### config.mk
export PLATFORM = sky130hd
export DESIGN_NAME = pcs_rx_block_decoder
export DESIGN_NICKNAME = d
export VERILOG_FILES = /design/src/rtl/pcs_rx_block_decoder.sv
export SDC_FILE = /design/constraint.sdc
export NUM_CORES = 1
export LEC_CHECK = 0
export ABC_AREA = 1
export CAP_MARGIN = 40
export CORE_UTILIZATION = 55
export DETAILED_ROUTE_END_ITERATION = 12
export PLACE_DENSITY = 0.83
export SETUP_SLACK_MARGIN = 0.05
export SLEW_MARGIN = 5
export SYNTH_ARGS = -nofsm -noshare
export SYNTH_HDL_FRONTEND = slang
export SYNTH_SLANG_ARGS = --single-unit
### constraint.sdc
create_clock -name i_clock -period 7.3 [get_ports i_clock]
set_input_delay 0.73 -clock i_clock [delete_from_list [all_inputs] [get_ports i_clock]]
set_output_delay 0.73 -clock i_clock [all_outputs]
set_load 0.005 [all_outputs]
### src/rtl/pcs_rx_block_decoder.sv
// pcs_rx_block_decoder: 66b descrambled blocks -> CGMII words (64b data + 8b ctrl).
// Classifies each block as C/S/D/T/E and runs the receive FSM with one-block lookahead.
// Each held block is decoded when its successor arrives, because a T block is only
// legal if the following block is S or C.
// Optional feature: define PCS_RX_DEC_ERR_COUNT_EN to build the saturating error counter.
module pcs_rx_block_decoder #(
  parameter int LEN_CODED_BLOCK = 66,
  parameter int LEN_DATA        = 64,
  parameter int LEN_CTRL        = 8
) (
  input  logic                       i_clock,
  input  logic                       i_reset,
  input  logic                       i_enable,
  input  logic                       i_valid,
  input  logic [LEN_CODED_BLOCK-1:0] i_data,
  input  logic                       i_tag,
  input  logic                       i_rx_fault,
  output logic [LEN_DATA-1:0]        o_data,
  output logic [LEN_CTRL-1:0]        o_ctrl,
  output logic                       o_valid,
  output logic                       o_tag,
  output logic [15:0]                o_err_count
);

  localparam logic [LEN_DATA-1:0] LBLOCK_D = 64'h9C00000107070707;
  localparam logic [LEN_CTRL-1:0] LBLOCK_C = 8'h8F;
  localparam logic [LEN_DATA-1:0] EBLOCK_D = {8{8'hFE}};
  localparam logic [LEN_CTRL-1:0] EBLOCK_C = 8'hFF;

  typedef enum logic [2:0] {RX_INIT, RX_C, RX_D, RX_T, RX_E} state_t;
  typedef enum logic [2:0] {BLK_C, BLK_S, BLK_D, BLK_T, BLK_E} blk_t;

  // Number of data octets carried by a terminate block, from its type field.
  function automatic logic [2:0] t_len(input logic [7:0] typ);
    logic [2:0] k;
    case (typ)
      8'h87:   k = 3'd0;
      8'h99:   k = 3'd1;
      8'hAA:   k = 3'd2;
      8'hB4:   k = 3'd3;
      8'hCC:   k = 3'd4;
      8'hD2:   k = 3'd5;
      8'hE1:   k = 3'd6;
      default: k = 3'd7;
    endcase
    return k;
  endfunction

  // Block class from sync header, type field and control-code content.
  function automatic blk_t classify(input logic [LEN_CODED_BLOCK-1:0] b);
    blk_t r;
    r = BLK_E;
    if (b[65:64] == 2'b01) begin
      r = BLK_D;
    end else if (b[65:64] == 2'b10) begin
      case (b[63:56])
        8'h1E: begin
          r = BLK_C;
          // Only idle and error control codes are accepted in an all-control block.
          for (int i = 0; i < 8; i++)
            if (b[55-7*i -: 7] != 7'h00 && b[55-7*i -: 7] != 7'h1E) r = BLK_E;
        end
        8'h4B:   if (b[31:0] == 32'd0) r = BLK_C;
        8'h78:   r = BLK_S;
        8'h87, 8'h99, 8'hAA, 8'hB4,
        8'hCC, 8'hD2, 8'hE1, 8'hFF: r = BLK_T;
        default: r = BLK_E;
      endcase
    end
    return r;
  endfunction

  // CGMII word {data, ctrl} for a block already known to be C/S/D/T.
  function automatic logic [LEN_DATA+LEN_CTRL-1:0] decode(input logic [LEN_CODED_BLOCK-1:0] b);
    logic [LEN_DATA-1:0] d;
    logic [LEN_CTRL-1:0] c;
    logic [2:0]          k;
    int                  kk;
    d  = EBLOCK_D;
    c  = EBLOCK_C;
    k  = t_len(b[63:56]);
    kk = int'(k);
    if (b[65:64] == 2'b01) begin
      d = b[63:0];
      c = 8'h00;
    end else begin
      case (b[63:56])
        8'h1E: begin
          for (int i = 0; i < 8; i++)
            d[63-8*i -: 8] = (b[55-7*i -: 7] == 7'h1E) ? 8'hFE : 8'h07;
          c = 8'hFF;
        end
        8'h4B: begin
          d = {8'h9C, b[55:32], 32'h07070707};
          c = 8'h8F;
        end
        8'h78: begin
          d = {8'hFB, b[55:0]};
          c = 8'h80;
        end
        default: begin
          for (int i = 0; i < 8; i++) begin
            if (i < kk)       d[63-8*i -: 8] = b[55-8*i -: 8];
            else if (i == kk) d[63-8*i -: 8] = 8'hFD;
            else              d[63-8*i -: 8] = 8'h07;
          end
          c = 8'hFF >> k;
        end
      endcase
    end
    return {d, c};
  endfunction

  state_t                     state_q, state_d, fsm_nxt;
  logic [LEN_CODED_BLOCK-1:0] hold_q, hold_d;
  logic                       htag_q, htag_d;
  logic                       have_q, have_d;
  logic [LEN_DATA-1:0]        data_q, data_d;
  logic [LEN_CTRL-1:0]        ctrl_q, ctrl_d;
  logic                       valid_q, valid_d;
  logic                       tag_q, tag_d;
  blk_t                       cls_k, cls_n;
  logic                       next_ok;

  assign cls_k   = classify(hold_q);
  assign cls_n   = classify(i_data);
  assign next_ok = (cls_n == BLK_S) || (cls_n == BLK_C);

  // FSM state register.
  always_ff @(posedge i_clock or posedge i_reset) begin
    if (i_reset)       state_q <= RX_INIT;
    else if (i_enable) state_q <= state_d;
  end

  // Destination state for the held block given the incoming block as lookahead.
  always_comb begin
    fsm_nxt = RX_E;
    case (state_q)
      RX_INIT, RX_C, RX_T: begin
        if (cls_k == BLK_C)      fsm_nxt = RX_C;
        else if (cls_k == BLK_S) fsm_nxt = RX_D;
      end
      RX_D: begin
        if (cls_k == BLK_D)                 fsm_nxt = RX_D;
        else if (cls_k == BLK_T && next_ok) fsm_nxt = RX_T;
      end
      RX_E: begin
        if (cls_k == BLK_C)                 fsm_nxt = RX_C;
        else if (cls_k == BLK_D)            fsm_nxt = RX_D;
        else if (cls_k == BLK_T && next_ok) fsm_nxt = RX_T;
      end
      default: fsm_nxt = RX_E;
    endcase
  end

  // Lookahead buffer, state update and output word selection for one enabled cycle.
  always_comb begin
    state_d = state_q;
    hold_d  = hold_q;
    htag_d  = htag_q;
    have_d  = have_q;
    data_d  = data_q;
    ctrl_d  = ctrl_q;
    tag_d   = tag_q;
    valid_d = 1'b0;
    if (i_rx_fault) begin
      state_d = RX_INIT;
      have_d  = 1'b0;
      data_d  = LBLOCK_D;
      ctrl_d  = LBLOCK_C;
      valid_d = i_valid;
    end else if (i_valid) begin
      hold_d = i_data;
      htag_d = i_tag;
      have_d = 1'b1;
      if (have_q) begin
        state_d = fsm_nxt;
        if (fsm_nxt == RX_E) {data_d, ctrl_d} = {EBLOCK_D, EBLOCK_C};
        else                 {data_d, ctrl_d} = decode(hold_q);
        tag_d   = htag_q;
        valid_d = 1'b1;
      end
    end
  end

  // Datapath registers; everything holds while the clock enable is low.
  always_ff @(posedge i_clock or posedge i_reset) begin
    if (i_reset) begin
      hold_q  <= '0;
      htag_q  <= 1'b0;
      have_q  <= 1'b0;
      data_q  <= LBLOCK_D;
      ctrl_q  <= LBLOCK_C;
      valid_q <= 1'b0;
      tag_q   <= 1'b0;
    end else if (i_enable) begin
      hold_q  <= hold_d;
      htag_q  <= htag_d;
      have_q  <= have_d;
      data_q  <= data_d;
      ctrl_q  <= ctrl_d;
      valid_q <= valid_d;
      tag_q   <= tag_d;
    end
  end

  assign o_data  = data_q;
  assign o_ctrl  = ctrl_q;
  assign o_valid = valid_q;
  assign o_tag   = tag_q;

`ifdef PCS_RX_DEC_ERR_COUNT_EN
  logic [15:0] err_q, err_d;
  logic        err_hit;

  // A word counts as an error when it is emitted and equals the error block.
  assign err_hit = valid_d && (data_d == EBLOCK_D) && (ctrl_d == EBLOCK_C);
  assign err_d   = (err_hit && err_q != 16'hFFFF) ? err_q + 16'd1 : err_q;

  // Saturating error counter.
  always_ff @(posedge i_clock or posedge i_reset) begin
    if (i_reset)       err_q <= 16'h0000;
    else if (i_enable) err_q <= err_d;
  end

  assign o_err_count = err_q;
`else
  assign o_err_count = 16'h0000;
`endif

endmodule

# Word level (Yosys, flattened, before mapping)
# Cells that the tools add are included.
# totals
reg_bits,145
output_inout_bits,90
elab_cells,210
# classes
magnitude_cmp,7
n_eq_ne,66
shift,1
mux,78
bitwise_logic,1
reduce_logical,49
# ops
operator,count
$mux 64,5
$mux 8,28
$pmux 64 s3,1
$eq 8x8->1 const B,16
$ne 7x5->1 const B,16
$reduce_bool 7->1,16
$mux 3,34
$logic_not 32->1,2
$eq 7x5->1 const B,8
$eq 8x7->1 const B,4
$pmux 3 s4,2
$pmux 8 s3,1
$pmux 3 s7,1
$logic_and 1x1->1,17
$eq 8x5->1 const B,2
$reduce_or 8->1,2
$eq 3x2->1 const B,4
$eq 3x3->1 const A,4
$logic_not 3->1,4
$eq 3x1->1 const B,3
$lt 3x3->1 const A,3
$pmux 3 s3,1
$shr 8x3->8 const A,1
$eq 2x3->1 const A,2
14 further kinds,25

# Logic depth before layout (Yosys ltp)
# logic_depth
ltp_word,34
ltp_mapped,18
ltp_nobuf,17

# Worst setup path after synthesis
# OpenSTA, ideal clock, no wires.
# synth_timing
kind,input to register
from,input port i_data[59]
to,"register data_q[4], in the netlist o_data[4]"
setup_ns,0.117
t_arrival_ns,2.118
setup_slack_ns,5.065
stages,17
path_buffers,2
path_cell_list,inv_1 nor2_1 nand2_1 nor2_1 nand2_1 nand2_1 nand3_1 nor2_1 nand3_1 nand2_1 inv_1 nand3_2 buf_2 buf_4 nand3_1 nand2_1 nand2_1
# synth_via
elab_chain_len,17
elab_cells_between_ends,28
classes_between,eq/ne (13); mux (11); reduce/logical (4)
# synth_rtl
item,line,source
"start, declared",15,"input logic [LEN_CODED_BLOCK-1:0] i_data,"
$eq 8x8->1,56,case (b[63:56])
$reduce_or 8->1,56,
$pmux 3 s4 (*),56,
$mux 3 (*),55,end else if (b[65:64] == 2'b10) begin
$mux 3 (*),53,if (b[65:64] == 2'b01) begin
$eq 3x1->1 or $logic_not 3->1 (tied branches),127,assign next_ok = (cls_n == BLK_S) || (cls_n == BLK_C);
$logic_or 1x1->1 (*),127,
$logic_and 1x1->1 (*),"145, 150",
$mux 3 (*),"145, 150",
$mux 3 (*),144,if (cls_k == BLK_D) fsm_nxt = RX_D;
$mux 3,148,if (cls_k == BLK_C) fsm_nxt = RX_C;
$pmux 3 s3 (*),138,case (state_q)
$eq 3x3->1 (*),178,"if (fsm_nxt == RX_E) {data_d, ctrl_d} = {EBLOCK_D, EBLOCK_C};"
$mux 64 (*),178,
$mux 64 (*),176,if (have_q) begin
$mux 64 (*),172,end else if (i_valid) begin
$mux 64 (*),166,if (i_rx_fault) begin
"end signal, assigned",200,data_q <= data_d;
"end, declared",118,"logic [LEN_DATA-1:0] data_q, data_d;"
# Every way passes the cells marked *; elsewhere a longest branch is shown, timed or not. The select of a mux whose other input is x is not followed.
# A chain may end at the register's enable or synchronous reset.

# Worst setup path in the final report
# layout_timing
from,register hold_q[61]
to,"register data_q[56], in the netlist o_data[56]"
# layout_via
elab_chain_len,16
elab_cells_between_ends,40
classes_between,order compare (1); eq/ne (15); mux (21); reduce/logical (3)
# layout_rtl
item,line,source
"start, declared",115,"logic [LEN_CODED_BLOCK-1:0] hold_q, hold_d;"
"start signal, assigned",197,hold_q <= hold_d;
"$eq 8x8->1, on equally long branches","36, 56",
$reduce_or 8->1,56,
$pmux 3 s4,56,
$mux 3,55,
$mux 3,53,
$eq 3x2->1,"145, 150",
$logic_and 1x1->1,"145, 150",
$mux 3,"145, 150",
$mux 3,144,
$mux 3,148,
$pmux 3 s3,138,
$eq 3x3->1,178,
$mux 64 (*),178,
$mux 64 (*),176,
$mux 64 (*),172,
$mux 64 (*),166,
# Marks and branches as above.

==> results by group <==
Hold path
  • Hold Path End: o_data[41]
  • WHS Path Cells: 2
  • Hold WC Path Type: reg -> reg
  • Hold Crit Start: o_data[41]

Setup path
  • Flop2flop setup slack: 3410 ps
  • Crit-path cells: inv_2 > nand2_1 > nor2_1 > nand2_1 > inv_2 > nor2_2 > inv_2 > nor2_1 > nor2_1 > nand4_1 > nand3_2 > buf_4 > nand2_1 > inv_1 > nand2_1 > nand2_1
  • Crit-path most repeated cell: nand2_1
  • Reg2reg start: hold_q[61]
  • Worst EP required: 7630 ps
  • R2R cell count: 16
  • Buffers and inverters on the worst path: 5
  • Setup crit end kind: flip-flop
  • WS Path Type: reg -> reg
  • Max incr delay on CP: 810 ps
  • Crit-path slowest cell: nor2_2
  • Startpoint Class: flip-flop
  • CP delay by family, top: simple AND/OR/NAND/NOR gates
  • Reg-to-reg critical path endpoint: o_data[56]
  • Crit path max fanout: 60
  • Worst Path Arrival: 4220 ps

Pwr
  • Sw Pwr: 0.0008280 W
  • Sw Share: 32.27%
  • Peak supply drop: 0.1937 mV
  • Int Pwr: 0.001738 W
  • PwrDens: 230.2 nW/um^2
  • Flop pwr share: 39.0%
  • Comb pwr share: 24.9%
  • Clock network power share: 36.1%
  • Leakage: 5.242 nW

STA
  • Fmax: 256.9 MHz
  • Post-route setup slack: 3407 ps
  • RSZ-0062 raised after global routing: false
  • Slew HR: 34.45%
  • Final Max Slew Viols: 0
  • Setup violators final: 0
  • Clock Skews: 6.611 ps
  • Fin. Hold Viols: 0
  • Crit path time final: 3893 ps
  • Least-Margin Pin Slew: 982.2 ps
  • Setup TNS: 0 ps
  • Crit share post-route: 53.33%

Global routing
  • Initial antenna violation count: 0
  • Global-route wire length before repair: 44570 um
  • GRT Util Overall: 34.69%
  • Vias in the first global route: 8859
  • Pin count of the biggest net entering global routing: 86
  • GRT overflow: 0

Cells and area
  • # nets final: 1539
  • Share of post-route cells with drive strength above 1: 5.747%
  • Sequential standard cell area: 3656 sq um
  • Number of diodes: 0
  • Final Core Density: 69.91%
  • Fillers: 1357
  • Area of the multi-input gates: 4499 sq um
  • P&R area growth vs syn: 23.79%

Floorplanning
  • Die Area: 16890 sq um
  • Chip Width: 129.9 um
  • Num rows: 46
  • Die H: 129.9 um
  • Top Ports: 162
  • Initial Util: 56.47%
  • Placeable Area: 15940 sq um

Synth
  • Post-synth top area share: 34.19%
  • Netlist cell types: 35
  • Synth Cell Area: 9004 sq um
  • Syn avg cell area: 6.650 sq um
  • Sequential fraction of the synthesis area: 40.61%
  • Yosys warnings: 0
  • Area contributors post-synth: dfrtp_1 34%, nand2_1 17%, o21ai_0 9.3%, nor2_1 6.5%, dfstp_2 6.4%
  • Flops & latches, synth: 145
  • Mapped Cells: 1354
  • Area leader, netlist: dfrtp_1

Run
  • Max-cap viol count: 0

Outcome
  • Outcome: finished, final reports clean

Place
  • IO buf count: 145
  • Pre-CTS setup slack: 3388 ps
  • GPL Wtd Cong: 0.9830
  • DP HPWL: 20600 um

Detailed routing
  • Drt initial violations: 1429
  • Wire per inst: 16.86 um
  • Final ANT Viol Nets: 0
  • Routed via count: 9746
  • # DRC: 0
  • Via/cell ratio: 5.750
  • First-pass detailed-route iteration total: 6
  • Drt total wl: 28580 um

CTS
  • Number of post-CTS setup repair buffers: 0
  • Clock root buffer: clkbuf_16
  • Number of CTS-inserted buffers: 17
  • Clock Latency Late Sink: 430 ps
  • Clock Tree Buf Depth: 2
  • Resized Gates After CTS: 0
  • Hold-fix buffers, CTS: 0
  • CTS tree: yes
  • CTS sink cnt: 145
  • Clock slew at reported path FFs: 60 ps
  • H-tree Lvls: 4
## power groups by stage
| stage | clock network (W) | registers [W] | logic, W |
|---|---|---|---|
| 2_1_floorplan | 0 | 0.000985 | 0.000389 |
| 3_3_place_gp | 0 | 0.00100 | 0.000605 |
| 3_5_place_dp | 0 | 0.00101 | 0.000618 |
| 4_1_cts | 0.000931 | 0.000996 | 0.000627 |
| 5_1_grt | 0.000962 | 0.00101 | 0.000705 |
| 6_report | 0.000927 | 0.00100 | 0.000640 |
## worst max-delay path by stage
stage,from,endpoint,depth (start not counted),slack [ps]
floorplan,i_reset,have_q,1,2710
global placement,i_enable,o_ctrl[2],10,3450
detailed placement,i_enable,o_ctrl[2],10,3390
CTS,hold_q[61],o_data[56],16,3560
global route,hold_q[61],o_data[56],16,3220
finish,hold_q[61],o_data[56],16,3410
## layer usage
metal  routed length, um  global-route usage [%]
met2               13100                   54.95
met5                   0                       0
met1               11500                   45.48
met4                1356                   18.81
met3                2628                   6.027
## final cells by class
class	instances	area share [%]
multi-input combinational	1005	40.37
sequential	145	32.80
timing repair buffer	155	13.99
inverter	143	4.861
clock buffer	21	4.131
tap	216	2.425
clock inverter	10	1.426
## stage by stage
stage | hold WS, ps | area [sq um] | power, W | std cells
finish | 474.0 | 11150 | 0.002566 | 1695
detailed placement | 464.9 | 10530 | 0.001625 | 1664
floorplan | 442.2 | 9060 | 0.001375 | 1369
CTS | 481.4 | 11150 | 0.002554 | 1695
global route | 498.3 | 11150 | 0.002677 | 1695
global placement | 461.2 | 10480 | 0.001610 | 1662
## cell families (layout without fill, tap and decap cells)
logic type / count (synthesis) / after routing / share of synthesized area (%)
flops: 145 / 145 / 40.61
other cells: 1 / 16 / 0.04165
simple gates: 722 / 722 / 32.99
buf+inv: 219 / 329 / 10.21
compound gates: 267 / 267 / 16.15
## tightest hold or removal path: cells and delay by family, from the launching register on
| family | cells | cell delay, ps |
|---|---|---|
| DFF | 1 | 340 |
| and+or+nand+nor | 2 | 100 |
## state kept, by name (all words and copies together) (netlist names)
register  count
have_q        1
hold_q       66
htag_q        1
o_ctrl        8
o_data       64
o_tag         1
o_valid       1
state_q       3
## layout by cell type, fill, tap and decap left out, types with 2 or more instances in the layout
master,Yosys,layout
bufinv_16,0,4
conb_1,1,16
o32ai_1,3,3
a31oi_1,7,7
clkinvlp_4,0,2
clkbuf_8,0,2
dfstp_2,22,22
nor3_1,10,10
nor2_4,0,2
nand3_1,104,104
o21ai_1,2,2
inv_1,135,133
nand4_1,21,21
o211ai_1,8,8
o221ai_1,2,2
dfrtp_1,123,123
nor2_2,2,2
o22ai_1,9,9
nor2_1,156,154
clkdlybuf4s50_1,0,145
buf_4,18,8
clkbuf_16,0,17
nand2_1,412,412
o21bai_1,11,11
clkbuf_1,37,2
nand3b_1,7,7
o21a_1,5,5
clkinv_2,0,3
a21oi_1,48,48
inv_2,8,9
nand2_2,6,6
inv_6,0,2
a22oi_1,2,2
o21ai_0,168,168
## cell usage after synthesis (all sizes together)
cell type	n
dfrtp	123
nand4	21
and2	1
dfstp	22
nor3	10
a21oi	49
a211oi	1
o211ai	8
o22ai	9
nand2	419
clkbuf	37
o21a	5
or2	1
buf	39
inv	143
nor2	158
o221ai	2
o32ai	3
o21ai	170
nand3b	7
nand3	105
conb	1
o21bai	11
a31oi	7
a22oi	2
(Power assumes the default switching activity.)
